`config.mk`:
```
export PLATFORM = sky130hd
export DESIGN_NAME = axi_mst_wr_sched
export DESIGN_NICKNAME = d
export VERILOG_FILES = /design/src/rtl/axi_sched_pkg.sv /design/src/rtl/axi_rr_arb.sv /design/src/rtl/axi_mst_wr_sched.sv
export SDC_FILE = /design/constraint.sdc
export NUM_CORES = 1
export LEC_CHECK = 0
export CAP_MARGIN = 20
export CORE_ASPECT_RATIO = 0.75
export CORE_MARGIN = 2
export CORE_UTILIZATION = 40
export DETAILED_ROUTE_END_ITERATION = 10
export GPL_TIMING_DRIVEN = 0
export PLACE_DENSITY_LB_ADDON = 0.08
export SKIP_CTS_REPAIR_TIMING = 1
export SYNTH_ARGS = -nofsm -noshare
export SYNTH_HDL_FRONTEND = slang
export SYNTH_SLANG_ARGS = --single-unit
export TNS_END_PERCENT = 20
```
`constraint.sdc`:
```
create_clock -name aclk -period 3.3 [get_ports aclk]
set_input_delay 0.33 -clock aclk [delete_from_list [all_inputs] [get_ports aclk]]
set_output_delay 0.33 -clock aclk [all_outputs]
set_load 0.03 [all_outputs]
```
`src/rtl/axi_sched_pkg.sv`:
```
// axi_sched_pkg: shared types and constants for the AXI master write scheduler.
//   sched_state_e  : scheduler FSM states (IDLE, ISSUE)
//   AXI_BURST_INCR : AWBURST encoding for INCR
//   AXI_SIZE_4B    : AWSIZE encoding for 4-byte beats
//   MST_MASK_W     : width of the requester field in AWID (upper bits)
//   TAG_W          : width of the rolling tag field in AWID (lower bits)
package axi_sched_pkg;

  localparam int unsigned MST_MASK_W = 2;
  localparam int unsigned TAG_W      = 2;

  localparam logic [1:0] AXI_BURST_INCR = 2'b01;
  localparam logic [2:0] AXI_SIZE_4B    = 3'b010;

  typedef enum logic {
    IDLE  = 1'b0,
    ISSUE = 1'b1
  } sched_state_e;

endpackage

```
`src/rtl/axi_rr_arb.sv`:
```
// axi_rr_arb: combinational round-robin arbiter. Searches the request vector
// starting at rr_ptr and wrapping, and returns the first active requester.
// Ports:
//   req     in  NUM_REQ    : request vector
//   rr_ptr  in  MST_MASK_W : index with highest priority this cycle (< NUM_REQ)
//   gnt     out NUM_REQ    : one-hot grant
//   gnt_idx out MST_MASK_W : index of the granted requester
//   gnt_any out 1          : some requester was granted
module axi_rr_arb
  import axi_sched_pkg::*;
#(
  parameter int unsigned NUM_REQ = 3
) (
  input  logic [NUM_REQ-1:0]    req,
  input  logic [MST_MASK_W-1:0] rr_ptr,
  output logic [NUM_REQ-1:0]    gnt,
  output logic [MST_MASK_W-1:0] gnt_idx,
  output logic                  gnt_any
);

  always_comb begin
    int unsigned idx;
    gnt     = '0;
    gnt_idx = '0;
    gnt_any = 1'b0;
    idx     = 0;
    for (int unsigned k = 0; k < NUM_REQ; k++) begin
      // rr_ptr < NUM_REQ, so one subtraction is enough to wrap
      idx = 32'(rr_ptr) + k;
      if (idx >= NUM_REQ) idx = idx - NUM_REQ;
      for (int unsigned i = 0; i < NUM_REQ; i++) begin
        if (i == idx && !gnt_any && req[i]) begin
          gnt[i]  = 1'b1;
          gnt_idx = MST_MASK_W'(i);
          gnt_any = 1'b1;
        end
      end
    end
  end

endmodule

```
`src/rtl/axi_mst_wr_sched.sv`:
```
// axi_mst_wr_sched: write-request scheduler for the testbench AXI master.
// Arbitrates up to three requesters round-robin onto one AW channel, builds
// AWID as {requester index + 1, rolling per-requester tag}, and throttles
// issue against the outstanding-write limit of the W-channel driver.
//
// Build option: AXI_SCHED_BRESP_TRACK_EN
//   defined   : outstanding count retires on B handshake, bready follows count
//   undefined : outstanding count retires on wlast_hs, bready is 1 after reset
//
// Ports:
//   aclk, aresetn (async, active-low), srst (sync, active-high)
//   req_valid/req_ready    : per-requester request / one-cycle accept pulse
//   req_addr, req_len      : packed per-requester address and beats-1
//   awvalid..awid, awready : AXI AW channel
//   wlast_hs               : W driver last-beat handshake
//   bvalid, bready         : AXI B handshake
//   ostd_cnt               : writes currently outstanding
//   err_sticky             : outstanding-count underflow seen
module axi_mst_wr_sched
  import axi_sched_pkg::*;
#(
  parameter int unsigned NUM_REQ         = 3,
  parameter int unsigned AXI_ADDR_W      = 32,
  parameter int unsigned AXI_ID_W        = 4,
  parameter int unsigned MST_OSTDREQ_NUM = 4
) (
  input  logic                           aclk,
  input  logic                           aresetn,
  input  logic                           srst,
  input  logic [NUM_REQ-1:0]             req_valid,
  output logic [NUM_REQ-1:0]             req_ready,
  input  logic [NUM_REQ*AXI_ADDR_W-1:0]  req_addr,
  input  logic [NUM_REQ*8-1:0]           req_len,
  output logic                           awvalid,
  input  logic                           awready,
  output logic [AXI_ADDR_W-1:0]          awaddr,
  output logic [7:0]                     awlen,
  output logic [2:0]                     awsize,
  output logic [1:0]                     awburst,
  output logic [AXI_ID_W-1:0]            awid,
  input  logic                           wlast_hs,
  input  logic                           bvalid,
  output logic                           bready,
  output logic [$clog2(MST_OSTDREQ_NUM):0] ostd_cnt,
  output logic                           err_sticky
);

  localparam int unsigned          CNT_W    = $clog2(MST_OSTDREQ_NUM) + 1;
  localparam logic [CNT_W-1:0]      CNT_MAX  = CNT_W'(MST_OSTDREQ_NUM);
  localparam logic [MST_MASK_W-1:0] LAST_IDX = MST_MASK_W'(NUM_REQ - 1);

  sched_state_e          state_q, state_d;
  logic [NUM_REQ-1:0]    req_ready_q, req_ready_d;
  logic                  awvalid_q, awvalid_d;
  logic [MST_MASK_W-1:0] gidx_q, rr_q, rr_d;
  logic [TAG_W-1:0]      tag_q [NUM_REQ];
  logic [CNT_W-1:0]      cnt_q, cnt_d;
  logic                  err_q, err_d;
  logic                  bready_q;
  logic [AXI_ADDR_W-1:0] awaddr_q;
  logic [7:0]            awlen_q;
  logic [AXI_ID_W-1:0]   awid_q;

  logic                  aw_hs, accept, dec_ev;
  logic [AXI_ADDR_W-1:0] sel_addr;
  logic [7:0]            sel_len;
  logic [TAG_W-1:0]      sel_tag;
  logic [NUM_REQ-1:0]    arb_gnt;
  logic [MST_MASK_W-1:0] arb_idx;
  logic                  arb_any;

  assign aw_hs  = (state_q == ISSUE) && awready;
  assign accept = (state_q == IDLE) && (|req_ready_q);

`ifdef AXI_SCHED_BRESP_TRACK_EN
  logic unused_wlast;
  assign unused_wlast = wlast_hs;
  assign dec_ev       = bvalid & bready_q;
`else
  logic unused_bvalid;
  assign unused_bvalid = bvalid;
  assign dec_ev        = wlast_hs;
`endif

  // Priority for the next decision moves past the requester just issued.
  assign rr_d = aw_hs ? ((gidx_q == LAST_IDX) ? '0 : gidx_q + MST_MASK_W'(1)) : rr_q;

  axi_rr_arb #(
    .NUM_REQ (NUM_REQ)
  ) u_arb (
    .req     (req_valid),
    .rr_ptr  (rr_d),
    .gnt     (arb_gnt),
    .gnt_idx (arb_idx),
    .gnt_any (arb_any)
  );

  always_comb begin
    cnt_d = cnt_q;
    err_d = err_q;
    if (aw_hs && !dec_ev) begin
      cnt_d = cnt_q + CNT_W'(1);
    end else if (!aw_hs && dec_ev) begin
      if (cnt_q == '0) err_d = 1'b1;
      else             cnt_d = cnt_q - CNT_W'(1);
    end
  end

  // FSM: state register
  always_ff @(posedge aclk or negedge aresetn) begin
    if (!aresetn)  state_q <= IDLE;
    else if (srst) state_q <= IDLE;
    else           state_q <= state_d;
  end

  // FSM: next state. IDLE leaves on the cycle its accept pulse is visible.
  always_comb begin
    state_d = state_q;
    case (state_q)
      IDLE:    if (|req_ready_q) state_d = ISSUE;
      ISSUE:   if (awready)      state_d = IDLE;
      default: state_d = IDLE;
    endcase
  end

  // FSM: outputs. The grant is decided at the edge that lands in a free IDLE
  // cycle, using the count and pointer that cycle will hold, so req_ready is
  // a flop yet still shows in the same cycle a freed slot appears and AW
  // follows one cycle later.
  always_comb begin
    awvalid_d   = (state_d == ISSUE);
    req_ready_d = '0;
    if (state_d == IDLE && cnt_d < CNT_MAX && arb_any) req_ready_d = arb_gnt;
  end

  always_ff @(posedge aclk or negedge aresetn) begin
    if (!aresetn) begin
      req_ready_q <= '0;
      awvalid_q   <= 1'b0;
      gidx_q      <= '0;
      rr_q        <= '0;
      cnt_q       <= '0;
      err_q       <= 1'b0;
      bready_q    <= 1'b0;
    end else if (srst) begin
      req_ready_q <= '0;
      awvalid_q   <= 1'b0;
      gidx_q      <= '0;
      rr_q        <= '0;
      cnt_q       <= '0;
      err_q       <= 1'b0;
      bready_q    <= 1'b0;
    end else begin
      req_ready_q <= req_ready_d;
      awvalid_q   <= awvalid_d;
      if (|req_ready_d) gidx_q <= arb_idx;
      rr_q        <= rr_d;
      cnt_q       <= cnt_d;
      err_q       <= err_d;
`ifdef AXI_SCHED_BRESP_TRACK_EN
      bready_q    <= (cnt_q != '0);
`else
      bready_q    <= 1'b1;
`endif
    end
  end

  always_comb begin
    sel_addr = '0;
    sel_len  = '0;
    sel_tag  = '0;
    for (int unsigned i = 0; i < NUM_REQ; i++) begin
      if (gidx_q == MST_MASK_W'(i)) begin
        sel_addr = req_addr[i*AXI_ADDR_W +: AXI_ADDR_W];
        sel_len  = req_len[i*8 +: 8];
        sel_tag  = tag_q[i];
      end
    end
  end

  always_ff @(posedge aclk or negedge aresetn) begin
    if (!aresetn) begin
      awaddr_q <= '0;
      awlen_q  <= '0;
      awid_q   <= '0;
      for (int unsigned i = 0; i < NUM_REQ; i++) tag_q[i] <= '0;
    end else if (srst) begin
      awaddr_q <= '0;
      awlen_q  <= '0;
      awid_q   <= '0;
      for (int unsigned i = 0; i < NUM_REQ; i++) tag_q[i] <= '0;
    end else begin
      if (accept) begin
        awaddr_q <= sel_addr;
        awlen_q  <= sel_len;
        awid_q   <= AXI_ID_W'({gidx_q + MST_MASK_W'(1), sel_tag});
      end
      for (int unsigned i = 0; i < NUM_REQ; i++) begin
        if (aw_hs && gidx_q == MST_MASK_W'(i)) tag_q[i] <= tag_q[i] + TAG_W'(1);
      end
    end
  end

  assign req_ready  = req_ready_q;
  assign awvalid    = awvalid_q;
  assign awaddr     = awaddr_q;
  assign awlen      = awlen_q;
  assign awid       = awid_q;
  assign awsize     = AXI_SIZE_4B;
  assign awburst    = AXI_BURST_INCR;
  assign bready     = bready_q;
  assign ostd_cnt   = cnt_q;
  assign err_sticky = err_q;

endmodule

```
==> reports/results.md <==
| Step | Parameter | Reported |
|---|---|---|
| outcome | Status | completed |
| detailed routing | Total length of routed met2 wires | 5.829 mm |
| setup path | Worst-path fanout max | 10 |
| run | Max-cap viol count | 0 |
| global route | Largest net degree at the start of global routing | 64 |
| pwr | Leakage power figure | 2.437 nW |
| global route | Initial antenna violation count | 0 |
| sta | Final worst path period need | 2913 ps |
| cts | CTS buffer count | 9 |
| cts | TritonCTS clock tree | built |
| global route | Global-route usage over all layers | 0.2376 |
| sta | Clock Skew | 6.067 ps |
| logic synthesis | Main flop type after synthesis | dfrtp_1 |
| final layout | Leading cell type in the layout, fill and taps excluded | clkdlybuf4s50_1 |
| sta | TNS Setup | 0 ps |
| placed design | Final Wtd Congestion | 0.7999 |
| setup path | Data arrival, critical path | 3160 ps |
| placed design | Final HPWL DP | 9.049 mm |
| floorplanning | I/O pin count | 187 |
| logic synthesis | Count of distinct cell types in the synthesized netlist | 36 |
| pwr | Power density over cell area | 596.6 mW/mm2 |
| detailed routing | Highest routing layer actually used | met4 |
| setup path | Crit-path cells | inv_1 > ha_1 > buf_2 > buf_1 > nand2_1 > and2_1 > inv_1 > ha_1 > a21oi_1 > o21ai_0 > a21oi_1 > o211ai_1 > o211ai_1 > a21oi_1 |
| sta | Worst Tran Pin Value | 811.9 ps |
| logic synthesis | Synth Area per Inst | 7.840 um2 |
| sta | Final critical-path share of the clock period | 0.8828 |
| placed design | Placement Setup Slack | 342.7 ps |
| global route | Vias in the first global route | 3810 |
| detailed routing | Via Count | 4019 |
| sta | Pins Over Slew Limit | 0 |
| floorplanning | Initial standard-cell utilization of the core | 0.4090 |
| pwr | Max VDD drop | 0.2637 mV |
| sta | Count of final setup violators | 0 |
| setup path | Critical path data required time | 3550 ps |
| sta | Relative max-transition margin | 0.4588 |
| floorplanning | DIE AREA | 0.01000 mm2 |
| cts | Clock root buffer | clkbuf_16 |
| final layout | Area occupied by registers | 0.001577 mm2 |
| detailed routing | Router iterations before antenna repair | 4 |
| detailed routing | Routed length on met1 | 5.318 mm |
| logic synthesis | Gate count after technology mapping | 470 |
| setup path | Critical Path Source Type | flip-flop |
| setup path | Sort of element at the end of the critical path | flip-flop |
| cts | Sinks on the clock net | 63 |
| placed design | Cell area after placement | 0.005625 mm2 |
| final layout | Most used cells in the layout excluding fill and tap cells | clkdlybuf4s50_1, nand2_1, dfrtp_1, a21oi_1, a22oi_1 |
| final layout | Diode insertion count for antenna repair | 0 |
| setup path | Largest stage delay on the critical path | 460 ps |
| placed design | Count of input and output buffers | 179 |
| cts | Buffer levels on the longest clock path | 2 |
| detailed routing | Total Wirelength | 11.98 mm |
| cts | Clk Latency, worst-skew pair | 320 ps |
| sta | Final critical-path setup slack | 386.8 ps |
| final layout | Share of layout cells above drive strength 1 | 0.04955 |
| final layout | Number of filler instances in the final layout | 793 |
| detailed routing | Count of nets left with antenna violations after detail routing | 0 |
| sta | Total count of hold-check failures in the final report | 0 |
| logic synthesis | Warnings, synthesis | 0 |
| logic synthesis | Area share of the leading cell type in the synthesized netlist | 0.4278 |
| final layout | Final-stage net count | 803 |
| logic synthesis | Cell types with the largest area share after synthesis | dfrtp_1, nand2_1, a22oi_1 |
| cts | Clock edge transition at the registers on the reported setup and hold paths | 50 ps |
| global route | Wire length of the first global-routing pass | 18.78 mm |
| floorplanning | Core Region | 0.009009 mm2 |
| final layout | Non-Filler Cell Area, Final | 0.005891 mm2 |
| sta | Setup repair after global routing missed its margin | no |
| detailed routing | First DRT Iteration DRCs | 188 |
| floorplanning | Vertical extent of the die | 87.12 um |
| floorplanning | Cell row count | 30 |
| setup path | Crit path max-delay cell type | buf_1 |
| final layout | Multi-input combinational cell area | 0.001897 mm2 |
| logic synthesis | Fraction of the yosys area taken by sequential cells | 0.4278 |
| logic synthesis | Number of flops mapped to enable cells by yosys | 0 |
| final layout | Relative area change from synthesis to final layout | 59.86% |
| hold path | Class of the most critical hold timing path | in2async |
| detailed routing | DRC Markers | 0 |
| setup path | Critical path class | reg2reg |
| detailed routing | Post-DR vias/cell | 5.166 |
| logic synthesis | Flip-flop and latch count after synthesis | 63 |
| floorplanning | Die outline width | 114.8 um |
| detailed routing | Amount of wire on met3 after detailed routing | 685 um |
| logic synthesis | Area leader, netlist | dfrtp_1 |
| global route | Gr ovfl total | 0 |
| detailed routing | Average wire length per cell after detail routing | 15.40 um |
| setup path | Most used cell, CP | a21oi_1 |
| logic synthesis | Fraction of registers with async set or reset after synthesis | 1.000 |
| logic synthesis | Post-Synthesis Cell Area | 0.003685 mm2 |
| cts | H-Tree Level Count | 3 |
| sta | Max Clock Freq | 343.3 MHz |
## power breakdown
| part | internal [mW] | switching [mW] | total [mW] |
|---|---|---|---|
| clock network | 0.539 | 0.314 | 0.853 |
| registers | 0.903 | 0.0858 | 0.989 |
| logic | 0.673 | 0.999 | 1.67 |
## per-layer routing
metal  track usage  up-vias
li1              -     1972
met1        0.3067     1918
met2        0.4056      114
met3       0.06054       15
met4       0.05367        0
met5             0        -
## cells in the mapped netlist (4+ instances only)
cell	count
nand2_1	140
dfrtp_1	63
clkbuf_1	25
a22oi_1	41
buf_2	10
buf_4	5
nor2_1	19
ha_1	11
xor2_1	6
o21ai_0	25
a21oi_1	52
o21ai_1	23
xnor2_1	4
inv_1	10
nor3_1	5
## through the flow
stage / utilization / hold slack (ps) / instances / total power, mW
finish: 0.6539 / 87.14 / 778 / 3.514
global route: 0.6539 / 152.7 / 778 / 3.738
CTS: 0.6539 / 131.0 / 778 / 3.539
detailed placement: 0.6244 / 477.7 / 764 / 2.673
global placement: 0.6247 / 486.6 / 764 / 2.644
floorplan: - / 34.41 / 473 / 2.004
## registers in the layout, indices dropped and copies added, names as in the netlist
signal,flops
awvalid,1
awlen,8
err_sticky,1
rr_q,2
bready,1
tag_q,6
awaddr,32
gidx_q,2
awid,4
req_ready,3
ostd_cnt,3
## critical path, delay by kind of cell, from the launching register on
kind | cells | cell delay (ps)
buf+inv | 4 | 870
compound gates | 6 | 810
flops | 1 | 400
fa+ha+maj | 2 | 380
simple gates | 2 | 380
## cell families after synthesis
| family | share of synthesized area |
|---|---|
| AND/OR/NAND/NOR | 0.1929 |
| AO/OA/AOI/OAI | 0.2414 |
| flip-flops | 0.4278 |
| buffers and inverters | 0.06044 |
| adder cells (fa/ha/maj) | 0.03735 |
| XOR/XNOR | 0.02377 |
| multiplexers | 0.01426 |
| other | 0.002038 |
## final timing paths
kind	from	to	slack [ps]	depth (start not counted)
max	gidx_q[1]	gidx_q[1]	390	14
min	aresetn	awlen[5]	90	1
max reg2reg	gidx_q[1]	gidx_q[1]	390	14
min reg2reg	err_sticky	err_sticky	510	2
max in group asynchronous	aresetn	awaddr[18]	2660	1
min in group aclk	srst	bready	390	2
## layout make-up
type,instances,area share
sequential,63,0.2676
inverter,10,0.006372
clock buffer,13,0.04418
timing repair buffer,179,0.3037
tap,112,0.02379
clock inverter,1,0.0008496
multi-input combinational,359,0.3220
buffer,41,0.03144
Note: power is estimated with default switching activity, not from simulation.
